<file path="src/rtl/arith_op_sequencer.sv">
// Operand/operation sequencer for the calculator datapath: captures two operands and an
// operation from buttons, launches an operator via start/done and holds its result for display.
module arith_op_sequencer #(
    parameter int unsigned WIDTH   = 16,
    parameter int unsigned TIMEOUT = 255
) (
    input  logic             clk,
    input  logic             rst,
    input  logic [WIDTH-1:0] sw,
    input  logic [3:0]       btn,
    output logic [WIDTH-1:0] opd_a,
    output logic [WIDTH-1:0] opd_b,
    output logic [1:0]       op_sel,
    output logic             op_start,
    input  logic             op_done,
    input  logic [WIDTH-1:0] op_result,
    input  logic             op_overflow,
    output logic [WIDTH-1:0] result,
    output logic             overflow,
    output logic             timeout,
    output logic             result_valid,
    output logic [2:0]       state_o
);

    localparam int unsigned CntW = (TIMEOUT < 2) ? 1 : $clog2(TIMEOUT + 1);

    typedef enum logic [2:0] {
        StIdle   = 3'd0,
        StGetA   = 3'd1,
        StGetB   = 3'd2,
        StExec   = 3'd3,
        StResult = 3'd4
    } state_e;

    state_e           state_q, state_d;
    logic [WIDTH-1:0] opd_a_q, opd_a_d;
    logic [WIDTH-1:0] opd_b_q, opd_b_d;
    logic [1:0]       op_sel_q, op_sel_d;
    logic             op_start_q, op_start_d;
    logic [WIDTH-1:0] result_q, result_d;
    logic             overflow_q, overflow_d;
    logic             timeout_q, timeout_d;
    logic [CntW-1:0]  cnt_q, cnt_d;
    logic             press;
    logic [1:0]       btn_sel;

    assign press = |btn;

    // Button priority FiM > FiA > FlM > FlA, encoded as {fixed, mult}.
    always_comb begin
        btn_sel = 2'b00;
        if (btn[3]) begin
            btn_sel = 2'b11;
        end else if (btn[2]) begin
            btn_sel = 2'b10;
        end else if (btn[1]) begin
            btn_sel = 2'b01;
        end
    end

    always_comb begin
        state_d    = state_q;
        opd_a_d    = opd_a_q;
        opd_b_d    = opd_b_q;
        op_sel_d   = op_sel_q;
        op_start_d = 1'b0;
        result_d   = result_q;
        overflow_d = overflow_q;
        timeout_d  = timeout_q;
        cnt_d      = cnt_q;
        case (state_q)
            StIdle: begin
                if (press) state_d = StGetA;
            end
            StGetA: begin
                if (press) begin
                    opd_a_d = sw;
                    state_d = StGetB;
                end
            end
            StGetB: begin
                if (press) begin
                    opd_b_d    = sw;
                    op_sel_d   = btn_sel;
                    op_start_d = 1'b1;
                    cnt_d      = '0;
                    state_d    = StExec;
                end
            end
            StExec: begin
                if (op_done) begin
                    result_d   = op_result;
                    overflow_d = op_overflow;
                    timeout_d  = 1'b0;
                    state_d    = StResult;
                end else if (cnt_q == CntW'(TIMEOUT - 1)) begin
                    result_d   = '0;
                    overflow_d = 1'b0;
                    timeout_d  = 1'b1;
                    state_d    = StResult;
                end else begin
                    cnt_d = cnt_q + CntW'(1);
                end
            end
            StResult: begin
                if (press) state_d = StGetA;
            end
            default: state_d = StIdle;
        endcase
    end

    always_ff @(posedge clk or posedge rst) begin
        if (rst) begin
            state_q    <= StIdle;
            opd_a_q    <= '0;
            opd_b_q    <= '0;
            op_sel_q   <= 2'b00;
            op_start_q <= 1'b0;
            result_q   <= '0;
            overflow_q <= 1'b0;
            timeout_q  <= 1'b0;
            cnt_q      <= '0;
        end else begin
            state_q    <= state_d;
            opd_a_q    <= opd_a_d;
            opd_b_q    <= opd_b_d;
            op_sel_q   <= op_sel_d;
            op_start_q <= op_start_d;
            result_q   <= result_d;
            overflow_q <= overflow_d;
            timeout_q  <= timeout_d;
            cnt_q      <= cnt_d;
        end
    end

    assign opd_a        = opd_a_q;
    assign opd_b        = opd_b_q;
    assign op_sel       = op_sel_q;
    assign op_start     = op_start_q;
    assign result       = result_q;
    assign overflow     = overflow_q;
    assign timeout      = timeout_q;
    assign result_valid = (state_q == StResult);
    assign state_o      = state_q;

endmodule

</file>
<file path="config.mk">
export PLATFORM = sky130hd
export DESIGN_NAME = arith_op_sequencer
export DESIGN_NICKNAME = d
export VERILOG_FILES = /design/src/rtl/arith_op_sequencer.sv
export SDC_FILE = /design/constraint.sdc
export NUM_CORES = 1
export LEC_CHECK = 0
export ABC_AREA = 1
export ABC_CLOCK_PERIOD_IN_PS = 2110
export CORE_ASPECT_RATIO = 0.75
export CORE_MARGIN = 2
export CORE_UTILIZATION = 35
export CTS_CLUSTER_SIZE = 28
export DETAILED_ROUTE_END_ITERATION = 10
export PLACE_DENSITY_LB_ADDON = 0.05
export SYNTH_ARGS = -nofsm -noshare
export SYNTH_HDL_FRONTEND = slang
export SYNTH_SLANG_ARGS = --single-unit
export TNS_END_PERCENT = 1
</file>
<file path="constraint.sdc">
create_clock -name clk -period 2.11 [get_ports clk]
set_input_delay 0.633 -clock clk [delete_from_list [all_inputs] [get_ports clk]]
set_output_delay 0.633 -clock clk [all_outputs]
set_load 0.02 [all_outputs]
</file>
### Word level (Yosys, flattened, before mapping)

Cells that the tools add are included.

* register bits after elaboration: 64
* input port bits: 40

* $add $sub $neg: 1
* equal/unequal tests: 11
* muxes and demuxes: 21
* reduce and logical (&&, ||, !) cells: 10

Operators with widths (count)
* 16-bit 2-to-1 mux: 2
* 8-bit 2-to-1 mux: 3
* 8-bit case mux with 2 select lines: 1
* 3-bit 2-to-1 mux: 5
* 3-bit case mux with 4 select lines: 1
* 8-bit by 1-bit adder with 8-bit output, second input constant: 1
* 8-bit equality test, second input constant: 1
* 2-bit inequality test, second input constant: 4
* 4-bit AND reduction: 2
* 1-bit 2-to-1 mux: 7
* 3-bit by 2-bit equality test with 1-bit output, second input constant: 2
* 2-bit AND reduction: 3
* 2-bit 2-to-1 mux: 2
* 2-bit nonzero test: 2
* 4-bit OR reduction: 1
* 3-bit by 1-bit equality test with 1-bit output, second input constant: 1
* 3-bit equality test, second input constant: 1
* 3-bit logical NOT: 1
* 3-bit inequality test, second input constant: 1
* 2-bit by 1-bit inequality test with 1-bit output, second input constant: 1
* 2-bit OR reduction: 1

### Logic depth before layout (Yosys ltp)

* depth in word-level cells: 4
* gate-level depth with buffers: 10
* depth with buffers taken out: 10

### Least setup slack after synthesis

Ideal clock, no wire load.

* kind: flip-flop to output port
* start: register state_q[2] (netlist: state_o[2])
* end: output result_valid
* arrival: 1.115 ns
* required time: 1.477 ns
* slack: 0.362 ns
* cell stages (with the launch flop): 3
* buffers on the path: 0
* cell sequence: dfrtp_1 inv_1 nor3_1

* longest elaborated chain between the ends: 1

RTL lines
* from (decl): RTL line 35 `state_e state_q, state_d;`
* from (signal assigned): RTL line 114 `state_q <= StIdle;`
* from (signal assigned): RTL line 124 `state_q <= state_d;`
* 3-bit equality test: RTL line 143 `assign result_valid = (state_q == StResult);`
* to (decl): RTL line 21 `output logic result_valid,`

Every way passes these cells.

### Final worst setup path

* start: register result_q[1] (netlist: result[1])
* end: output result[1]

RTL lines
* from (decl): RTL line 40 `logic [WIDTH-1:0] result_q, result_d;`
* from (signal assigned): RTL line 129 `result_q <= result_d;`
* to (decl): RTL line 18 `output logic [WIDTH-1:0] result,`

No word-level cell between the ends.

==> flow_summary_export.csv <==
group,metric,value,unit
placed_design,place_hpwl,4603,µm
critical_path,cpLargestDelayFamily,"buffers and inverters",
route,wirelength,6404,µm
critical_path,endpoint_kind,"output pin",
sta,finalClockSkew,0.005406,ns
global_route,track_usage,0.1593,
cells_and_area,antenna_cells,0,
power,power.density,1508,nW/µm²
route,drc,0,
clocking,clkSlewWorstSetupHoldPaths,0.08,ns
critical_path,path_buf_inv,1,
logic_synthesis,ys.flop_type,"dfrtp_1",
sta,fmax,0.5139,GHz
clocking,clockBufferDepth,2,
placed_design,gp_congestion,0.7997,
floorplan,start_util,0.3675,
critical_path,worst_setup_path_start_kind,"register",
run,cap_violations,0,
logic_synthesis,synth_top_area_frac,0.5810,
sta,finalMaxSlewViolations,0,
logic_synthesis,ys_ff_latch,64,
floorplan,die_x,106.5,µm
sta,rsz0062_at_grt,"no",
route,wl_per_cell,12.22,µm
sta,finalHoldViolations,0,
min_path,min_to,"result[12]",
sta,hold-worst-slack,0.4744,ns
min_path,hp-start,"result[12]",
critical_path,slowest_stage,"clkdlybuf4s50_1",
logic_synthesis,syn-num-nets,353,
critical_path,r2r_cells,8,
critical_path,crit_fanout,2,
floorplan,fp.dieArea,8609,µm²
global_route,grt_overflow,0,
sta,fin_crit,1.946,ns
sta,fin_crit_sh,0.9223,
clocking,clk_latency,0.33,ns
sta,setup_slack,0.1640,ns
route,first_pass_iters,4,
logic_synthesis,synth_async_sr_flop_share,1.000,
logic_synthesis,synth_area_per_cell,8.863,µm²
logic_synthesis,synth_commonest_cells,"nand2_1, dfrtp_1, inv_1",
floorplan,num_rows,27,
route,ant_nets,0,
logic_synthesis,yosys_warnings,0,
global_route,grt_pass1_wl,10540,µm
logic_synthesis,synth.distinct_cells,23,
clocking,cts_root_buf,"clkbuf_8",
cells_and_area,fin_nets,460,
power,p_leak,1.994,nW
logic_synthesis,synth-edff-count,0,
global_route,grt_max_degree,33,
critical_path,crit_path_max_incr_delay,0.63,ns
logic_synthesis,synth.cell_area,2756,µm²
cells_and_area,syn2layout_area_growth,49.34,%
placed_design,dp_cells,508,
min_path,min_path_type,"register to register",
min_path,whs_path_depth,2,
power,ir_drop,0.0006349,V
critical_path,cp.required,1.48,ns
logic_synthesis,synth_seq_area_share,0.5810,
sta,tns,0,ns
critical_path,reg2reg_slack,0.64,ns
critical_path,worstReg2RegEnd,"cnt_q[7]",
run_status,outcome,"complete, no violations",
floorplan,core_area,7500,µm²
global_route,grt_pass1_vias,2226,
route,first_iter_violations,90,
critical_path,worstPathArrival,1.31,ns
sta,setup_violations,0,
placed_design,post-place-ws,0.1117,ns
critical_path,crit_type,"register to output pin",
floorplan,io_pins,97,
critical_path,crit_chain,"clkdlybuf4s50_1",
critical_path,rr_startpoint,"state_o[0]",
placed_design,port_buffers,96,
clocking,cts_buffers,9,
cells_and_area,finalInstanceArea,4116,µm²
clocking,tritoncts,"built",
cells_and_area,fin_cells,524,
floorplan,die_y,80.86,µm
sta,tightestPinTransition,0.4221,ns
logic_synthesis,synth_area_leaders,"dfrtp_1, nand2_1, o21ai_2",
logic_synthesis,synth_most_common_cell,"nand2_1",
placed_design,post_dp_cell_area,3913,µm²
cells_and_area,drive_gt1_frac,0.1182,
clocking,cts_sinks,64,
global_route,antenna_found_initial,0,
route,dr_total_vias,2269,
logic_synthesis,synth_cells,311,
sta,maxSlewHeadroom,0.7180,
logic_synthesis,yosysTopAreaCell,"dfrtp_1",
clocking,htree_num_levels,3,
route,vias_per_cell,4.330,
-- placed cells by master, fill, tap and decap left out, types with 4 or more instances in the layout --
cell type	netlist	routed
nand2_1	130	130
o21ai_1	11	11
dfrtp_1	64	64
inv_1	31	30
o21ai_2	16	16
nor2_1	16	16
o21ai_0	11	11
clkbuf_8	0	10
buf_12	0	5
buf_4	2	5
clkdlybuf4s50_1	0	92
nand3_1	4	4
-- power by group --
part	total (W)	internal [W]	leakage [nW]	switching, W
Clock	0.00107	0.000581	0.0989	0.000493
Sequential	0.00204	0.00176	0.807	0.000283
Combinational	0.00309	0.00140	1.09	0.00169
-- what timing repair did --
item	in CTS	in global routing
hold buffers	0	0
resized for setup	3	1
setup buffers	0	0
endpoints found under the setup margin	3	1
-- kinds of logic after synthesis --
kind of cell | count (synthesis) | share of synthesized area
buffers and inverters | 42 | 0.07081
flip-flops | 64 | 0.5810
XOR/XNOR | 2 | 0.006356
AND/OR/NAND/NOR | 159 | 0.2329
AO/OA/AOI/OAI | 42 | 0.09986
adder cells (fa/ha/maj) | 2 | 0.009077
-- layer usage --
metal,up-vias,track usage,part of all wire
li1,1171,-,-
met1,1029,0.2166,0.50
met2,65,0.2237,0.42
met3,4,0.07544,0.078
met4,0,0.05325,0.0072
met5,-,0,0
-- metrics by stage --
step | power [W] | util
5_1_grt | 0.006645 | 0.5489
2_1_floorplan | 0.003758 | -
6_report | 0.006206 | 0.5489
4_1_cts | 0.006311 | 0.5485
3_3_place_gp | 0.005173 | 0.5217
3_5_place_dp | 0.005206 | 0.5217
-- worst max path at each step --
stage	start	end	slack [ns]	cells after the start
after global routing	opd_b[12]	opd_b[12]	0.08	1
after global placement	btn[2]	op_sel[1]	0.12	7
after floorplan	state_o[2]	result_valid	0.36	2
after detailed placement	btn[2]	opd_b[5]	0.11	6
after CTS	state_o[2]	state_o[2]	0.01	2
final	result[1]	result[1]	0.16	1
-- area by class of cell --
type	count	area, µm²
fillers	720	3383
multi-input cells	205	959.7
clock buffers	10	137.6
repair buffers	106	1097
clock inverters	6	67.56
flip-flops and latches	64	1602
well taps	101	126.4
inverters	32	126.4
-- sequential cells by signal, summed over array words and instances (netlist names) --
name and cells:
op_sel 2, op_start 1, state_o 3, opd_b 16, result 16, cnt_q 8
timeout 1, overflow 1, opd_a 16
Note: power is estimated with default switching activity, not from simulation.
